## src/rtl/seg_scan_driver_if.sv

```systemverilog
// seg_scan_driver_if: load/data inputs and segment/digit outputs of the scanner
interface seg_scan_driver_if #(
  parameter int DIGITS = 4
);
  logic                  load;
  logic [4*DIGITS-1:0]   data_in;
  logic [DIGITS-1:0]     dp_in;
  logic                  blank_lz;
  logic [7:0]            seg;
  logic [DIGITS-1:0]     dig;
  logic                  frame_done;
  modport master (output load, data_in, dp_in, blank_lz, input seg, dig, frame_done);
  modport slave  (input load, data_in, dp_in, blank_lz, output seg, dig, frame_done);
endinterface

```

## src/rtl/seg_scan_driver.sv

```systemverilog
// seg_scan_driver: multiplexed BCD seven-segment scanner with tear-free double-buffered loading
module seg_scan_driver #(
  parameter int DIGITS         = 4,
  parameter int DIV            = 50000,
  parameter int GUARD          = 2,
  parameter int SEG_ACTIVE_LOW = 0,
  parameter int DIG_ACTIVE_LOW = 0
) (
  input  logic             clk,
  input  logic             rst_n,
  seg_scan_driver_if.slave bus
);
  localparam int CW = DIV > 1 ? $clog2(DIV) : 1;
  localparam int IW = DIGITS > 1 ? $clog2(DIGITS) : 1;
  localparam logic [7:0]        SEG_OFF = {8{SEG_ACTIVE_LOW != 0}};
  localparam logic [DIGITS-1:0] DIG_OFF = {DIGITS{DIG_ACTIVE_LOW != 0}};

  logic [CW-1:0]       div_cnt_q, div_cnt_d;
  logic [IW-1:0]       idx_q, idx_d;
  logic [4*DIGITS-1:0] pend_data_q, pend_data_d, disp_data_q, disp_data_d;
  logic [DIGITS-1:0]   pend_dp_q, pend_dp_d, disp_dp_q, disp_dp_d;
  logic                pend_lz_q, pend_lz_d, disp_lz_q, disp_lz_d;
  logic                pend_valid_q, pend_valid_d;
  logic [7:0]          seg_q, seg_d;
  logic [DIGITS-1:0]   dig_q, dig_d;
  logic                frame_done_q;
  logic                slot_end, boundary, take;
  logic [3:0]          nib;
  logic [7:0]          code;
  logic [DIGITS-1:0]   blank;
  logic                zero_above;

  function automatic logic [7:0] seg_code(input logic [3:0] n);
    case (n)
      4'h0:    seg_code = 8'b11111100;
      4'h1:    seg_code = 8'b01100000;
      4'h2:    seg_code = 8'b11011010;
      4'h3:    seg_code = 8'b11110010;
      4'h4:    seg_code = 8'b01100110;
      4'h5:    seg_code = 8'b10110110;
      4'h6:    seg_code = 8'b10111110;
      4'h7:    seg_code = 8'b11100000;
      4'h8:    seg_code = 8'b11111110;
      4'h9:    seg_code = 8'b11110110;
      4'hA:    seg_code = 8'b00000010;
      default: seg_code = 8'b00000000;
    endcase
  endfunction

  assign slot_end = div_cnt_q == CW'(DIV - 1);
  assign boundary = slot_end && idx_q == IW'(DIGITS - 1);
  assign take     = boundary && (bus.load || pend_valid_q);
  assign nib      = disp_data_q[{idx_q, 2'b00} +: 4];
  assign code     = seg_code(nib);

  // Leading zeros: a digit is blanked while it and every digit above it hold zero
  always_comb begin
    blank      = '0;
    zero_above = 1'b1;
    for (int i = DIGITS - 1; i >= 0; i--) begin
      zero_above = zero_above && disp_data_q[4*i +: 4] == 4'd0;
      blank[i]   = disp_lz_q && zero_above && i != 0;
    end
  end

  // Next state: scan counters, pending buffer, frame-boundary display swap, output image
  always_comb begin
    div_cnt_d    = slot_end ? '0 : div_cnt_q + 1'b1;
    idx_d        = boundary ? '0 : slot_end ? idx_q + 1'b1 : idx_q;
    pend_data_d  = bus.load ? bus.data_in : pend_data_q;
    pend_dp_d    = bus.load ? bus.dp_in : pend_dp_q;
    pend_lz_d    = bus.load ? bus.blank_lz : pend_lz_q;
    pend_valid_d = boundary ? 1'b0 : bus.load | pend_valid_q;
    disp_data_d  = !take ? disp_data_q : bus.load ? bus.data_in : pend_data_q;
    disp_dp_d    = !take ? disp_dp_q : bus.load ? bus.dp_in : pend_dp_q;
    disp_lz_d    = !take ? disp_lz_q : bus.load ? bus.blank_lz : pend_lz_q;
    seg_d        = {blank[idx_q] ? 7'd0 : code[7:1], disp_dp_q[idx_q]} ^ SEG_OFF;
    dig_d        = (div_cnt_q >= CW'(GUARD) ? DIGITS'(1) << idx_q : '0) ^ DIG_OFF;
  end

  // State and registered outputs; reset drops the pins to their inactive level at once
  always_ff @(posedge clk or negedge rst_n) begin
    if (!rst_n) begin
      div_cnt_q    <= '0;
      idx_q        <= '0;
      pend_data_q  <= '0;
      pend_dp_q    <= '0;
      pend_lz_q    <= 1'b0;
      pend_valid_q <= 1'b0;
      disp_data_q  <= '0;
      disp_dp_q    <= '0;
      disp_lz_q    <= 1'b0;
      seg_q        <= SEG_OFF;
      dig_q        <= DIG_OFF;
      frame_done_q <= 1'b0;
    end else begin
      div_cnt_q    <= div_cnt_d;
      idx_q        <= idx_d;
      pend_data_q  <= pend_data_d;
      pend_dp_q    <= pend_dp_d;
      pend_lz_q    <= pend_lz_d;
      pend_valid_q <= pend_valid_d;
      disp_data_q  <= disp_data_d;
      disp_dp_q    <= disp_dp_d;
      disp_lz_q    <= disp_lz_d;
      seg_q        <= seg_d;
      dig_q        <= dig_d;
      frame_done_q <= boundary;
    end
  end

  assign bus.seg        = seg_q;
  assign bus.dig        = dig_q;
  assign bus.frame_done = frame_done_q;
endmodule
```

## src/flat_wrapper.sv

```systemverilog
// flat-port wrapper written by rule: the top's interface ports become plain ports
module seg_scan_driver_flat 
#(
  parameter int DIGITS         = 4,
  parameter int DIV            = 50000,
  parameter int GUARD          = 2,
  parameter int SEG_ACTIVE_LOW = 0,
  parameter int DIG_ACTIVE_LOW = 0
)
  (clk, rst_n, bus_load, bus_data_in, bus_dp_in, bus_blank_lz, bus_seg, bus_dig, bus_frame_done);
  seg_scan_driver_if #(.DIGITS(DIGITS)) bus_i ();
  input  logic clk;
  input  logic rst_n;
  input wire logic [$bits(bus_i.load)-1:0] bus_load;
  input wire logic [$bits(bus_i.data_in)-1:0] bus_data_in;
  input wire logic [$bits(bus_i.dp_in)-1:0] bus_dp_in;
  input wire logic [$bits(bus_i.blank_lz)-1:0] bus_blank_lz;
  output wire logic [$bits(bus_i.seg)-1:0] bus_seg;
  output wire logic [$bits(bus_i.dig)-1:0] bus_dig;
  output wire logic [$bits(bus_i.frame_done)-1:0] bus_frame_done;
  assign bus_i.load = bus_load;
  assign bus_i.data_in = bus_data_in;
  assign bus_i.dp_in = bus_dp_in;
  assign bus_i.blank_lz = bus_blank_lz;
  assign bus_seg = bus_i.seg;
  assign bus_dig = bus_i.dig;
  assign bus_frame_done = bus_i.frame_done;
  seg_scan_driver #(.DIGITS(DIGITS), .DIV(DIV), .GUARD(GUARD), .SEG_ACTIVE_LOW(SEG_ACTIVE_LOW), .DIG_ACTIVE_LOW(DIG_ACTIVE_LOW)) u_core (.clk(clk), .rst_n(rst_n), .bus(bus_i));
endmodule
```

## config.mk

```make
export PLATFORM = sky130hd
export DESIGN_NAME = seg_scan_driver_flat
export DESIGN_NICKNAME = d
export VERILOG_FILES = /design/src/rtl/seg_scan_driver_if.sv /design/src/rtl/seg_scan_driver.sv /design/src/flat_wrapper.sv
export SDC_FILE = /design/constraint.sdc
export NUM_CORES = 1
export LEC_CHECK = 0
export CAP_MARGIN = 0
export CORE_ASPECT_RATIO = 1.5
export CORE_MARGIN = 2
export CORE_UTILIZATION = 44
export CTS_CLUSTER_SIZE = 8
export DETAILED_ROUTE_END_ITERATION = 8
export GPL_TIMING_DRIVEN = 0
export PLACE_DENSITY = 0.67
export RECOVER_POWER = 50
export SYNTH_ARGS = -nofsm -noshare
export SYNTH_HDL_FRONTEND = slang
export SYNTH_SLANG_ARGS = --single-unit
```

## constraint.sdc

```tcl
create_clock -name clk -period 2.6 [get_ports clk]
set_clock_uncertainty 0.05 [all_clocks]
set_input_delay 0.52 -clock clk [delete_from_list [all_inputs] [get_ports clk]]
set_output_delay 0.52 -clock clk [all_outputs]
set_load 0.005 [all_outputs]
```

==> results of run 1 <==
[sequential cells by signal (all words and copies together) (netlist names)]
register,flops
u_core.pend_dp_q,4
u_core.bus.dig,4
u_core.bus.frame_done,1
u_core.pend_data_q,16
u_core.disp_data_q,16
u_core.idx_q,2
u_core.bus.seg,8
u_core.pend_lz_q,1
u_core.disp_dp_q,4
u_core.div_cnt_q,16
u_core.disp_lz_q,1
u_core.pend_valid_q,1
[through the flow]
step | hold WS [ns] | std cells | instance area (um2)
floorplan | 0.174 | 250 | 3350
global placement | 0.412 | 388 | 3840
detailed placement | 0.420 | 388 | 3840
CTS | 0.314 | 403 | 4140
global route | 0.459 | 403 | 4140
finish | 0.445 | 403 | 4140
[Yosys cell counts, drive strengths merged]
master  instances
dfrtp          74
mux2           42
nor2           20
ha             11
nand3          10
a21oi           7
nor4            7
xor2            7
buf             6
inv             6
nand2           6
nor2b           6
xnor2           6
clkbuf          5
mux4            5
nand4           5
and3            4
nor3            4
o21ai           4
and4            3
and2            2
o31ai           2
a211oi          1
mux2i           1
nand4b          1
o22a            1
o41ai           1
or3             1
or4             1
or4b            1
[logic make-up after synthesis]
logic type | Yosys count | share of synthesized area [%]
simple gates | 71 | 12.0
compound gates | 16 | 2.84
fa+ha+maj | 11 | 4.11
flops | 74 | 55.2
mux | 48 | 20.0
buf+inv | 17 | 2.43
xor+xnor | 13 | 3.40
[worst max-delay path by stage]
| stage | to | depth (start not counted) | slack (ns) | startpoint |
|---|---|---|---|---|
| 2_1_floorplan | u_core.disp_data_q[0] | 5 | 0.48 | u_core.div_cnt_q[10] |
| 3_3_place_gp | u_core.bus.seg[7] | 1 | -1.50 | rst_n |
| 3_5_place_dp | u_core.disp_data_q[15] | 4 | 0.13 | bus_load |
| 4_1_cts | u_core.disp_data_q[3] | 5 | 0.29 | u_core.div_cnt_q[10] |
| 5_1_grt | u_core.disp_data_q[12] | 5 | 0.19 | u_core.div_cnt_q[10] |
| 6_report | u_core.disp_data_q[3] | 5 | 0.30 | u_core.div_cnt_q[10] |
[power groups by stage]
stage | Sequential, mW | Clock, mW | Combinational [mW]
after floorplan | 1.21 | 0 | 0.0467
after global placement | 1.21 | 0 | 0.114
after detailed placement | 1.21 | 0 | 0.116
after CTS | 1.19 | 1.28 | 0.116
after global routing | 1.19 | 1.31 | 0.124
final | 1.19 | 1.25 | 0.111
[layout make-up]
cell class | instances | area share [%]
inverters | 6 | 0.544
plain buffers | 11 | 1.42
clock inverters | 2 | 0.846
repair buffers | 36 | 8.58
clock buffers | 13 | 6.53
flip-flops and latches | 74 | 44.7
well taps | 102 | 3.08
multi-input cells | 159 | 34.3
[per-layer routing]
layer / part of all wire (%) / up-vias / global-route usage [%] / routed length (um)
met4: 2.3 / 0 / 8.07 / 137
li1: - / 979 / - / -
met2: 52 / 34 / 25.3 / 3080
met3: 2.9 / 14 / 4.00 / 175
met1: 43 / 1043 / 19.9 / 2560
met5: 0 / - / 0 / 0
[worst max-delay path, cell delays in order, from the launching register on]
cell	delay [ns]
dfrtp_1	0.42
or4_4	0.59
nor4_4	0.37
nand4b_2	0.23
buf_6	0.22
mux2_4	0.30
==> metrics.yaml, run 1 <==
outcome: "finished, violations left"
violations: "max-capacitance violations, max-slew violations"
start_kind: "flip-flop"
rrSetupSlack_ns: 0.30
r2r_start: "u_core.div_cnt_q[10]"
drtIter0Drc: 93
setup_viol: 0
wire_per_inst_um: 14.8
rsz0062_at_grt: "false"
cp.arrival_ns: 2.46
power_switching_mw: 0.493
total_power_mw: 2.55
maxSlewViolCount: 75
critPathKind: "reg -> reg"
synth_top_cell_by_area: "dfrtp_1"
slew_headroom_pct: -20.5
final_common_cell: "dfrtp_1"
area_delta_synth_final_pct: 23.5
max_freq_mhz: 435
drt-pass1-iter-count: 4
nets: 332
viasPerCell: 5.14
seqPwrFrac_pct: 46.7
period_share_pct: 88.4
clockRootBuffer: "clkbuf_16"
routed_wl_mm: 5.95
fill_cells: 645
seq_area_frac_synth_pct: 55.2
coreArea_um2: 7510
cp_max_fo: 10
yosys-top-cells-area: "dfrtp_1 55%, mux2_4 9.0%, mux2_2 7.4%"
cap_violations: 1
ctsHtreeMaxLevel: 3
ys_ff_latch: 74
multi_input_area_um2: 1420
hold_start: "u_core.pend_dp_q[0]"
postCtsResizedCells: 0
syn_inst: 250
syn_area_per_cell_um2: 13.4
io_pins: 37
dieWidth_um: 75.3
fin_tns_setup_ns: 0
clk_latency_ns: 0.33
dieHeight_um: 111
num_vias: 2070
regArea_um2: 1850
path_clk_slew_ns: 0.05
cts_tree: "built"
die-area_um2: 8350
grt_pass1_vias: 2066
start_util_pct: 44.6
final_cell_mix: "74 x dfrtp_1, 34 x clkdlybuf4s50_1, 22 x mux2_2"
cts_hold_buf: 0
ir_drop_mv: 0.315
end_kind: "flip-flop"
p_clk_share_pct: 48.9
syn-num-nets: 285
layout_min_cycle_time_ns: 2.30
worstHoldEndpoint: "u_core.pend_dp_q[0]"
whs_path_depth: 1
clock_path_buffers: 2
dp_slack_ns: 0.126
hp-class: "reg -> reg"
io_buffer_count: 36
worst_pin_slew_ns: 1.81
power_frac_comb_pct: 4.4
leakagePower_nw: 1.89
yosysTopAreaCellShare_pct: 55.2
p_sw_share_pct: 19.3
drcViolationCount: 0
timing.rr.end: "u_core.disp_data_q[3]"
drtAntennaViolNets: 0
internal_power_mw: 2.06
fin_ws_ns: 0.302
diodes: 0
synth_cell_types: 34
ff2ff_path_depth: 5
utilization_pct: 55.1
place.gp.congestion: 0.760
grt_max_degree: 75
finalHoldViolations: 0
dp_hpwl_mm: 4.17
grt_pass1_wl_mm: 10.0
antenna_found_initial: 0
num_rows: 39
cts_made_buffers: 9
postCtsSetupRepairBufs: 0
required_ns: 2.76
grt-ovfl-total: 0
synth.cell_area_um2: 3350
grt_use_total_pct: 16.0
drive_above_1_share_pct: 23.3
power.density_cell_area_nw_per_um2: 616
synth_warnings: 0
clock_sinks: 74
Power figures use the tool's default switching activity.
==> inputs of run 2 (changes only) <==
Settings changed: GPL_ROUTABILITY_DRIVEN from default to 0.
==> results of run 2 <==
No change in the layout: final DEF, timing and power equal those of run 1.
==> inputs of run 3 (changes only) <==
Settings changed: CTS_BUF_LIST from default to sky130_fd_sc_hd__clkbuf_8, GPL_TIMING_DRIVEN 0 to default.
==> metrics.yaml, run 3 (synthesis gave the netlist of run 1 again) <==
outcome: "finished, final reports clean"
end_kind: "flip-flop"
required_ns: 2.78  # +0.02 ns
slew_headroom_pct: 12.5  # +33 points
io_buffer_count: 36  # unchanged
grt_use_total_pct: 15.8  # -0.24 points
grt_pass1_vias: 2126  # +2.9%
start_util_pct: 44.6  # unchanged
num_vias: 2019  # -2.5%
layout_min_cycle_time_ns: 2.28  # -0.0221 ns
routed_wl_mm: 5.94  # about the same
ff2ff_path_depth: 5  # unchanged
dieWidth_um: 75.3  # unchanged
rsz0062_at_grt: "false"
cts_tree: "built"
cap_violations: 0  # -1
viasPerCell: 5.10  # -0.74%
grt-ovfl-total: 0  # unchanged
cp_max_fo: 21  # +11
critPathSlowestCell: "or4_4"
worstPathCellList: "or4_4 > nor4_4 > nand4b_2 > buf_4 > mux2_4"
clk_latency_ns: 0.35  # +0.02 ns
top_regs: "u_core.disp_data_q: 16 flops, u_core.div_cnt_q: 16 flops, u_core.pend_data_q: 16 flops"
die-area_um2: 8350  # unchanged
ctsHtreeMaxLevel: 3  # unchanged
worst_pin_slew_ns: 1.31  # -0.494 ns
final_common_cell: "dfrtp_1"
hp-class: "in -> async"
diodes: 0  # unchanged
cts_made_buffers: 9  # unchanged
leakagePower_nw: 1.85  # -2.2%
clock_sinks: 74  # unchanged
drt-pass1-iter-count: 4  # unchanged
period_share_pct: 87.5  # -0.85 points
antenna_found_initial: 0  # unchanged
ir_drop_mv: 0.260  # -18%
nets: 324  # -2.4%
area_delta_synth_final_pct: 21.2
fin_ws_ns: 0.324  # +0.0221 ns
grt_pass1_wl_mm: 9.89  # -1.4%
io_pins: 37  # unchanged
utilization_pct: 54.1  # -1.0 points
grt_max_degree: 52  # -31%
num_rows: 39  # unchanged
coreArea_um2: 7510  # unchanged
power.density_cell_area_nw_per_um2: 592  # -4.0%
cts_hold_buf: 0  # unchanged
critical_path_cell_count: 5  # unchanged
wire_per_inst_um: 15.0  # +1.7%
finalHoldViolations: 0  # unchanged
critical_path.top_delay_family: "simple AND/OR/NAND/NOR gates"
r2r_start: "u_core.div_cnt_q[10]"
cp.arrival_ns: 2.45  # about the same
drtAntennaViolNets: 0  # unchanged
drive_above_1_share_pct: 23.5  # +0.21 points
dp_slack_ns: 0.345  # +0.219 ns
setup_viol: 0  # unchanged
postCtsResizedCells: 0  # unchanged
crit_buf_inv: 1  # unchanged
fill_cells: 677  # +5.0%
clock_path_buffers: 2  # unchanged
path_clk_slew_ns: 0.08  # +0.03 ns
cp-startpoint: "u_core.div_cnt_q[10]"
final_cell_mix: "74 x dfrtp_1, 35 x clkdlybuf4s50_1, 22 x mux2_2"
critPathMaxStageDelay_ns: 0.58  # about the same
drcViolationCount: 0  # unchanged
clockRootBuffer: "clkbuf_8"
dp_hpwl_mm: 4.29  # +2.9%
max_freq_mhz: 439  # +0.97%
fin_tns_setup_ns: 0  # unchanged
dieHeight_um: 111  # unchanged
maxSlewViolCount: 0  # -100%
start_kind: "flip-flop"
postCtsSetupRepairBufs: 0  # unchanged
critPathKind: "reg -> reg"
drtIter0Drc: 94  # +1.1%
==> run 3: changes by cell type in the layout (fill, tap and decap cells not counted), sizes merged <==
| cell | delta |
|---|---|
| clkbuf | -7 |
| buf | -3 |
| bufinv | +2 |
| clkdlybuf4s50 | +1 |
| clkinv | -1 |
| clkinvlp | +1 |
| dlygate4sd3 | -1 |
| inv | +1 |
==> run 3: path summary, 6_finish.rpt <==
path	end	slack [ns]
setup / recovery	u_core.disp_data_q[10]	0.32
hold / removal	u_core.div_cnt_q[12]	0.39
setup reg to reg	u_core.disp_data_q[10]	0.32
hold reg to reg	u_core.pend_lz_q	0.45
max in group asynchronous	u_core.disp_data_q[11]	1.22
min in group clk	u_core.pend_lz_q	0.45
==> run 3: worst reg2reg max path, delay by kind of cell (launching register included) <==
family | cells | cell delay, ns
AND/OR/NAND/NOR | 3 | 1.06
flip-flops | 1 | 0.43
multiplexers | 1 | 0.34
buffers and inverters | 1 | 0.27
==> run 3: final cells by class <==
| type | count | area [um2] | share of cell area [%] |
|---|---|---|---|
| multi-input cells | 159 | 1420 | 34.9 |
| clock buffers | 11 | 151 | 3.73 |
| inverters | 6 | 22.5 | 0.554 |
| repair buffers | 39 | 389 | 9.58 |
| flip-flops and latches | 74 | 1850 | 45.6 |
| clock inverters | 5 | 101 | 2.49 |
| well taps | 102 | 128 | 3.14 |
==> run 3: report_power, final <==
group          switching [mW]  total (mW)  internal (mW)
registers             0.00725        1.19           1.18
logic                  0.0537       0.118         0.0640
clock network           0.410        1.10          0.687
total                   0.471        2.40           1.93
==> run 3: stage by stage <==
stage	hold slack (ns)	cells	instance area [um2]	power [mW]
2_1_floorplan	0.174	250	3350	1.26
3_3_place_gp	0.422	380	3810	1.33
3_5_place_dp	0.439	380	3810	1.33
4_1_cts	0.105	396	4060	2.43
5_1_grt	0.464	396	4060	2.49
6_report	0.390	396	4060	2.40
==> run 3: routing by layer <==
layer / up-vias / wire (um) / global-route usage (%)
met3: 8 / 212 / 5.18
met4: 0 / 90 / 6.43
met2: 34 / 3220 / 26.0
met1: 1018 / 2420 / 18.4
met5: - / 0 / 0
li1: 959 / - / -
